==> config.mk <==
export PLATFORM = sky130hd
export DESIGN_NAME = fetch_unit
export DESIGN_NICKNAME = d
export VERILOG_FILES = /design/src/rtl/fetch_unit.sv
export SDC_FILE = /design/constraint.sdc
export NUM_CORES = 1
export LEC_CHECK = 0
export BUFFER_PORTS_ARGS = -buffer_cell sky130_fd_sc_hd__buf_2
export CAP_MARGIN = 20
export CORE_MARGIN = 2
export CORE_UTILIZATION = 40
export CTS_BUF_LIST = sky130_fd_sc_hd__clkbuf_8 sky130_fd_sc_hd__clkbuf_16
export DETAILED_ROUTE_END_ITERATION = 12
export HOLD_SLACK_MARGIN = 0.02
export RECOVER_POWER = 25
export SLEW_MARGIN = 10
export SYNTH_ARGS = -nofsm -noshare
export SYNTH_HDL_FRONTEND = slang
export SYNTH_SLANG_ARGS = --single-unit
==> constraint.sdc <==
create_clock -name clk -period 1.6 [get_ports clk]
set_clock_uncertainty 0.05 [all_clocks]
set_input_delay 0.16 -clock clk [delete_from_list [all_inputs] [get_ports clk]]
set_output_delay 0.16 -clock clk [all_outputs]
set_load 0.02 [all_outputs]
==> src/rtl/fetch_unit.sv <==
// ---------------------------------------------------------------------------
// fetch_unit
//   Instruction fetch stage for the decoder. It holds the program counter,
//   addresses a synchronous program ROM (1-cycle read latency) and registers
//   each returned word into the instruction register that feeds the decoder.
//
//   Redirects come from the decoder's registered jmpEnable/branchEnable
//   strobes. Those strobes are one cycle behind the word that caused them, so
//   this block keeps its own one-cycle-delayed copy of the instruction word
//   and address (exWord/exPc). Targets are computed from that copy, which is
//   what lines them up with the enables.
//
// Ports
//   clk           in   1   single clock, all state on posedge
//   reset         in   1   synchronous, active-high
//   jmpEnable     in   1   decoder jump strobe (wins over branch)
//   branchEnable  in   1   decoder taken-branch strobe
//   stall         in   1   hold fetch; only honoured in RUN
//   romData       in   16  ROM read data for the address issued last cycle
//   romAddr       out  10  ROM read address (combinational)
//   instr         out  16  instruction word to decoder
//   instrPc       out  10  address of the word in the instruction register
//   instrValid    out  1   instr carries a real, non-squashed instruction
// ---------------------------------------------------------------------------
module fetch_unit #(
    parameter logic [9:0]  RESET_PC  = 10'h000,
    parameter logic [15:0] NOP_INSTR = 16'h0000
) (
    input  logic        clk,
    input  logic        reset,
    input  logic        jmpEnable,
    input  logic        branchEnable,
    input  logic        stall,
    input  logic [15:0] romData,
    output logic [9:0]  romAddr,
    output logic [15:0] instr,
    output logic [9:0]  instrPc,
    output logic        instrValid
);

    typedef enum logic [1:0] {
        BOOT  = 2'd0,
        RUN   = 2'd1,
        FLUSH = 2'd2
    } state_t;

    state_t      state;
    logic [9:0]  pc;        // next fetch address
    logic [9:0]  pcF;       // address issued to the ROM last cycle
    logic [15:0] instrReg;
    logic        validReg;

    // Only the low ten bits of the delayed word ever feed a target, so only
    // those are kept.
    logic [9:0]  exWord;
    logic [9:0]  exPc;

    logic        redirect;
    logic        hold;
    logic [9:0]  target;

    assign redirect = jmpEnable | branchEnable;

    // A redirect overrides a stall, so the hold condition excludes it.
    assign hold = (state == RUN) & stall & ~redirect;

    // Branch target is page-relative: the page bits come from the branch's
    // own address and the low bits never carry into them.
    always_comb begin
        target = {exPc[9:6], exWord[5:0]};
        if (jmpEnable)
            target = exWord;
    end

    // While held, re-read the pending address so the word that would have
    // arrived this cycle is presented again next cycle.
    assign romAddr = hold ? pcF : pc;

    // The word behind a jump/branch is killed combinationally in the same
    // cycle the strobe arrives; the two registered NOP slots follow.
    assign instr      = redirect ? NOP_INSTR : instrReg;
    assign instrValid = validReg & ~redirect;

    always_ff @(posedge clk) begin
        if (reset) begin
            state    <= BOOT;
            pc       <= RESET_PC;
            pcF      <= RESET_PC;
            instrReg <= NOP_INSTR;
            instrPc  <= 10'h000;
            validReg <= 1'b0;
            exWord   <= NOP_INSTR[9:0];
            exPc     <= 10'h000;
        end else begin
            // The decoder registers instr on this same edge; keep a matching
            // copy so a strobe next cycle sees the word that raised it.
            exWord <= instrReg[9:0];
            exPc   <= instrPc;

            if (redirect) begin
                pc       <= target;
                pcF      <= pc;
                instrReg <= NOP_INSTR;
                validReg <= 1'b0;
                state    <= FLUSH;
            end else begin
                case (state)
                    RUN: begin
                        if (!stall) begin
                            pc       <= pc + 10'd1;
                            pcF      <= pc;
                            instrReg <= romData;
                            instrPc  <= pcF;
                            validReg <= 1'b1;
                        end
                    end
                    // BOOT and FLUSH: romData belongs to no useful address
                    // yet, so issue the first fetch and present a NOP.
                    default: begin
                        pc       <= pc + 10'd1;
                        pcF      <= pc;
                        instrReg <= NOP_INSTR;
                        validReg <= 1'b0;
                        state    <= RUN;
                    end
                endcase
            end
        end
    end

endmodule

Yosys cells after proc, flatten, opt, wreduce, memory -nomap -nowiden. Cells that the tools add are included.

Bits in registers: 69. Input bits: 21. Output and inout port bits: 37. Word-level logic and storage cells: 34.

Add/subtract/negate cells: 1. Eq/ne operators: 3. Multiplexer cells: 11. Bitwise operators: 7. Reduce and logical (&&, ||, !) cells: 3.

Operator list (count): $mux W10 (8); $mux W16 (1); $add A10 B1 Y10 const B (1); $mux W2 (2); $and A1 B1 Y1 (3); $ne A3 B3 Y1 const B (1); $not A1 Y1 (3); $reduce_and A3 Y1 (1); $reduce_or A3 Y1 (1); $eq A2 B1 Y1 const B (1); $ne A2 B2 Y1 const B (1); $reduce_or A2 Y1 (1); $or A1 B1 Y1 (1).

Depth between registers and ports, before layout.
Depth after elaboration: 4. Depth in mapped cells: 7. Gate-level depth less buffers: 4.

Worst setup path before layout. Ideal clock, no wire load.

Path kind: register -> register. Start point: register state[1]. End point: register pcF[2]. Library setup time: 0.114 ns. Arrival time: 1.476 ns. Required time: 1.436 ns. Slack: -0.041 ns. Stages on the path, launching flop included: 6. Buffers on the path: 1. Clock period less this slack: 1.641 ns. Cells stage by stage: dfxtp_1 nand3b_2 nor2_4 buf_6 mux2_4 and2b_1.

Word-level cells in the longest chain between the ends: 3. Elaborated cells between the ends (all ways): 4. Classes of those cells: eq/ne (2); mux (2).

Ends and longest elaborated chain: from (decl) (RTL line 47) `state_t state;`; from (signal assigned) (RTL line 86) `state <= BOOT;`; from (signal assigned) (RTL line 105) `state <= FLUSH;`; from (signal assigned) (RTL line 124) `state <= RUN;`; $eq A2 B1 Y1 (*) (RTL line 107) `case (state)`; $mux W10 (RTL line 107); $mux W10 (RTL line 100) `if (redirect) begin`; to (signal assigned) (RTL line 102) `pcF <= pc;`; to (signal assigned) (RTL line 111) `pcF <= pc;`; to (signal assigned) (RTL line 121) `pcF <= pc;`; to (decl) (RTL line 49) `logic [9:0] pcF;`.

Every way passes the cells marked *; elsewhere a longest branch is shown, timed or not. A chain may end at the register's enable or synchronous reset.

Worst setup path after layout.
Start point: register state[1]. End point: output port romAddr[4].

Word-level cells in the longest chain between the ends: 4.

Ends and longest elaborated chain: $eq A2 B1 Y1 (RTL line 65) `assign hold = (state == RUN) & stall & ~redirect;`; $and A1 B1 Y1 (2 in a row) (RTL line 65); $mux W10 (RTL line 77) `assign romAddr = hold ? pcF : pc;`; to (decl) (RTL line 35) `output logic [9:0] romAddr,`.

Every way passes these cells.

==> flow_summary_export.csv <==
group,metric,value,unit
sta,fmax,0.570,GHz
power_and_ir_drop,p_leak,1.54,nW
run_status,violations,"negative setup slack",
cts,cts_buffer_depth,2,
route,vias_per_cell,4.69,
critical_path,critPathLaunchType,"flop",
critical_path,rrSetupSlack,130,ps
grt,antenna_found_initial,0,
die,fp.dieW,84.5,µm
critical_path,arrival,1550,ps
flow_run,maxCapViolCount,0,
route,drt-total-wl,5410,µm
grt,overflow,0,
sta,fin_ws,-156,ps
place,portBuffers,57,
grt,grt_pass1_wl,9030,µm
min_path,hold_class,"primary input to flop",
place,hpwl,3680,µm
power_and_ir_drop,cellInternalPower,2.24,mW
cts,insertion_delay,340,ps
critical_path,required,1390,ps
grt,grt_max_degree,32,
cts,ctsRootBufferMaster,"clkbuf_8",
layout,fin_nets,357,
logic_synthesis,syn_avg_cell_area,10.6,µm²
critical_path,critPathMaxFanout,5,
die,row_count,29,
cts,htreeDepth,3,
grt,grt_pass1_vias,1964,
logic_synthesis,ys_types,40,
power_and_ir_drop,p_clk_share,36.9,%
run_status,status,"finished, violations left",
die,initial_core_util,41.1,%
cts,clock-sinks,63,
critical_path,r2r_end,"pc[7]$_SDFFE_PP0P_",
power_and_ir_drop,seq_power_share,54.5,%
die,core,6310,µm²
power_and_ir_drop,powerDensity,846,nW/µm²
grt,grt_usage,16.1,%
die,dieArea,7140,µm²
sta,worst_slew_pin_slew,338,ps
die,pin_count,58,
critical_path,startpoint,"state[1]$_SDFFE_PP0P_",
route,ant_nets,0,
critical_path,critPathCaptureType,"output pin",
layout,antennaDiodeCount,0,
sta,setup_viol,10,
logic_synthesis,synth.yosys.seq_area_share,48.6,%
cts,cts_tree,"yes",
layout,post-route-util,54.8,%
cts,path_clk_slew,60,ps
power_and_ir_drop,netSwitchingPower,0.688,mW
layout,layout-drive-gt1-share,32.0,%
die,die_y,84.5,µm
route,vias,1946,
min_path,min_from,"reset",
route,dr.pass1.iters,4,
place,numPlacedInstances,383,
power_and_ir_drop,irDropWorstVdd,458,µV
sta,relSlewSlack,77.5,%
sta,slew_viol_final,0,
cts,cts_buffers,9,
power_and_ir_drop,switching_share,23.5,%
sta,post-route-min-period,1760,ps
logic_synthesis,syn_area,2590,µm²
layout,fin_cells,415,
sta,period_share,110,%
sta,final-hold-violation-count,0,
layout,n_fill_cell,604,
power_and_ir_drop,combinationalPowerShare,8.5,%
layout,area_growth,33.5,%
route,wl_per_cell,13.0,µm
logic_synthesis,synth_warnings,0,
min_path,hold_depth,2,
critical_path,r2r_cells,4,
route,drc,0,
sta,rsz0062_at_grt,"yes",
logic_synthesis,ys_ff_latch,63,
place,pre_cts_slack,10.2,ps
route,drtIter0Drc,53,
critical_path,crit_type,"flop to output pin",
logic_synthesis,syn_inst,245,
critical_path,r2r-start,"pc[5]$_SDFFE_PP0P_",
logic_synthesis,syn_nets,267,
min_path,hold_end,"pc[7]$_SDFFE_PP0P_",
place,place.gp.congestion,0.746,
==> cell usage after synthesis, drive strengths merged <==
cell type,instances,area [µm²]
nand2,3,11.3
clkbuf,7,26.3
nand3b,2,22.5
o21ai,1,5.00
o221ai,1,8.76
nand3,2,10.0
nor3b,2,15.0
a2111oi,1,27.5
inv,3,11.3
nor2b,19,119
nor4b,1,23.8
a21oi,2,10.0
ha,1,12.5
nor2,36,145
a211oi,5,37.5
xor2,5,43.8
mux2i,27,270
nand4b,1,8.76
or3,1,6.26
a21o,1,7.51
nor3,1,5.00
nand4,6,37.5
and2b,7,52.6
and3,2,12.5
buf,9,72.6
a221oi,1,8.76
o21bai,1,7.51
and4,1,8.76
mux2,11,158
a22oi,2,15.0
and2,17,106
a222oi,2,20.0
dfxtp,63,1260
or2,1,6.26
==> power by group through the flow <==
stage | Sequential [mW] | Combinational, mW | Clock, mW
3_5_place_dp | 1.63 | 0.206 | 0
4_1_cts | 1.60 | 0.253 | 1.11
6_report | 1.60 | 0.250 | 1.08
2_1_floorplan | 1.63 | 0.132 | 0
5_1_grt | 1.60 | 0.273 | 1.18
3_3_place_gp | 1.63 | 0.204 | 0
==> cell families (layout without fill, tap and decap cells) <==
kind of cell	Yosys count	count (layout)	share of synthesized area [%]
xor+xnor	5	5	1.69
flops	63	63	48.6
buf+inv	19	112	4.24
compound gates	17	17	5.69
simple gates	102	102	22.8
mux	38	38	16.5
fa+ha+maj	1	1	0.482
==> layout by cell type (no fill, tap or decap), drive strengths merged, types with 2 or more instances in the layout <==
cell type,instances
buf,76
inv,6
and2,17
a21oi,2
nand4,6
a22oi,2
nand3,2
nand2,3
and2b,7
mux2i,27
dfxtp,63
a222oi,2
nor2,36
clkbuf,12
nand3b,2
and3,2
nor2b,19
xor2,5
nor3b,2
mux2,11
clkinv,2
dlygate4sd3,16
a211oi,5
==> how the worst max path moves through the flow <==
stage                                endpoint  slack (ps)  cells after the start
after detailed placement           romAddr[6]          10                      6
final                              romAddr[4]        -160                      5
after global placement             romAddr[0]          40                      6
after global routing               romAddr[5]        -210                      5
after CTS                          romAddr[8]        -200                      5
after floorplan           pcF[2]$_SDFFE_PP0P_          30                      7
==> what timing repair did <==
item | 4_1_cts | 5_1_grt
hold endpoints to repair | 16 | 0
setup buffers | 2 | 0
pin swaps | 1 | 1
gates resized for setup | 23 | 4
endpoints found under the setup margin | 10 | 11
hold buffers | 16 | 0
==> flip-flops by register name, indices dropped and copies added, names as in the netlist <==
| signal | count |
|---|---|
| exPc | 4 |
| exWord | 10 |
| instrPc | 10 |
| instrReg | 16 |
| pc | 10 |
| pcF | 10 |
| state | 2 |
| validReg | 1 |
==> routing by layer <==
layer,vias up,routed length [µm],global-route usage (%),share of wire [%]
met5,-,0,0,0
met4,0,74,6.49,1.4
met3,8,221,5.21,4.1
met1,889,2560,19.5,47
li1,1006,-,-,-
met2,43,2560,26.5,47
==> critical path, cell delays in order (launching register included) <==
cell and delay [ps]:
dfxtp_2 320, nand3b_4 160, nor2_4 130, buf_6 150, mux2_4 310, buf_6 130
==> stage by stage <==
stage	instance area [µm²]	hold slack, ps	total power [mW]	TNS [ps]
floorplan	2600	189	1.76	0
global placement	3080	337	1.84	0
detailed placement	3080	349	1.84	0
CTS	3470	95.4	2.96	-1800
global route	3460	120	3.05	-2050
finish	3460	108	2.93	-1430
==> layout make-up <==
| type | count | area [µm²] | share of cell area [%] |
|---|---|---|---|
| clock inverters | 5 | 21.3 | 0.614 |
| flip-flops and latches | 63 | 1260 | 36.5 |
| well taps | 77 | 96.3 | 2.78 |
| repair buffers | 95 | 704 | 20.3 |
| multi-input cells | 163 | 1240 | 35.9 |
| inverters | 3 | 11.3 | 0.325 |
| clock buffers | 9 | 124 | 3.58 |
(Power assumes the default switching activity.)
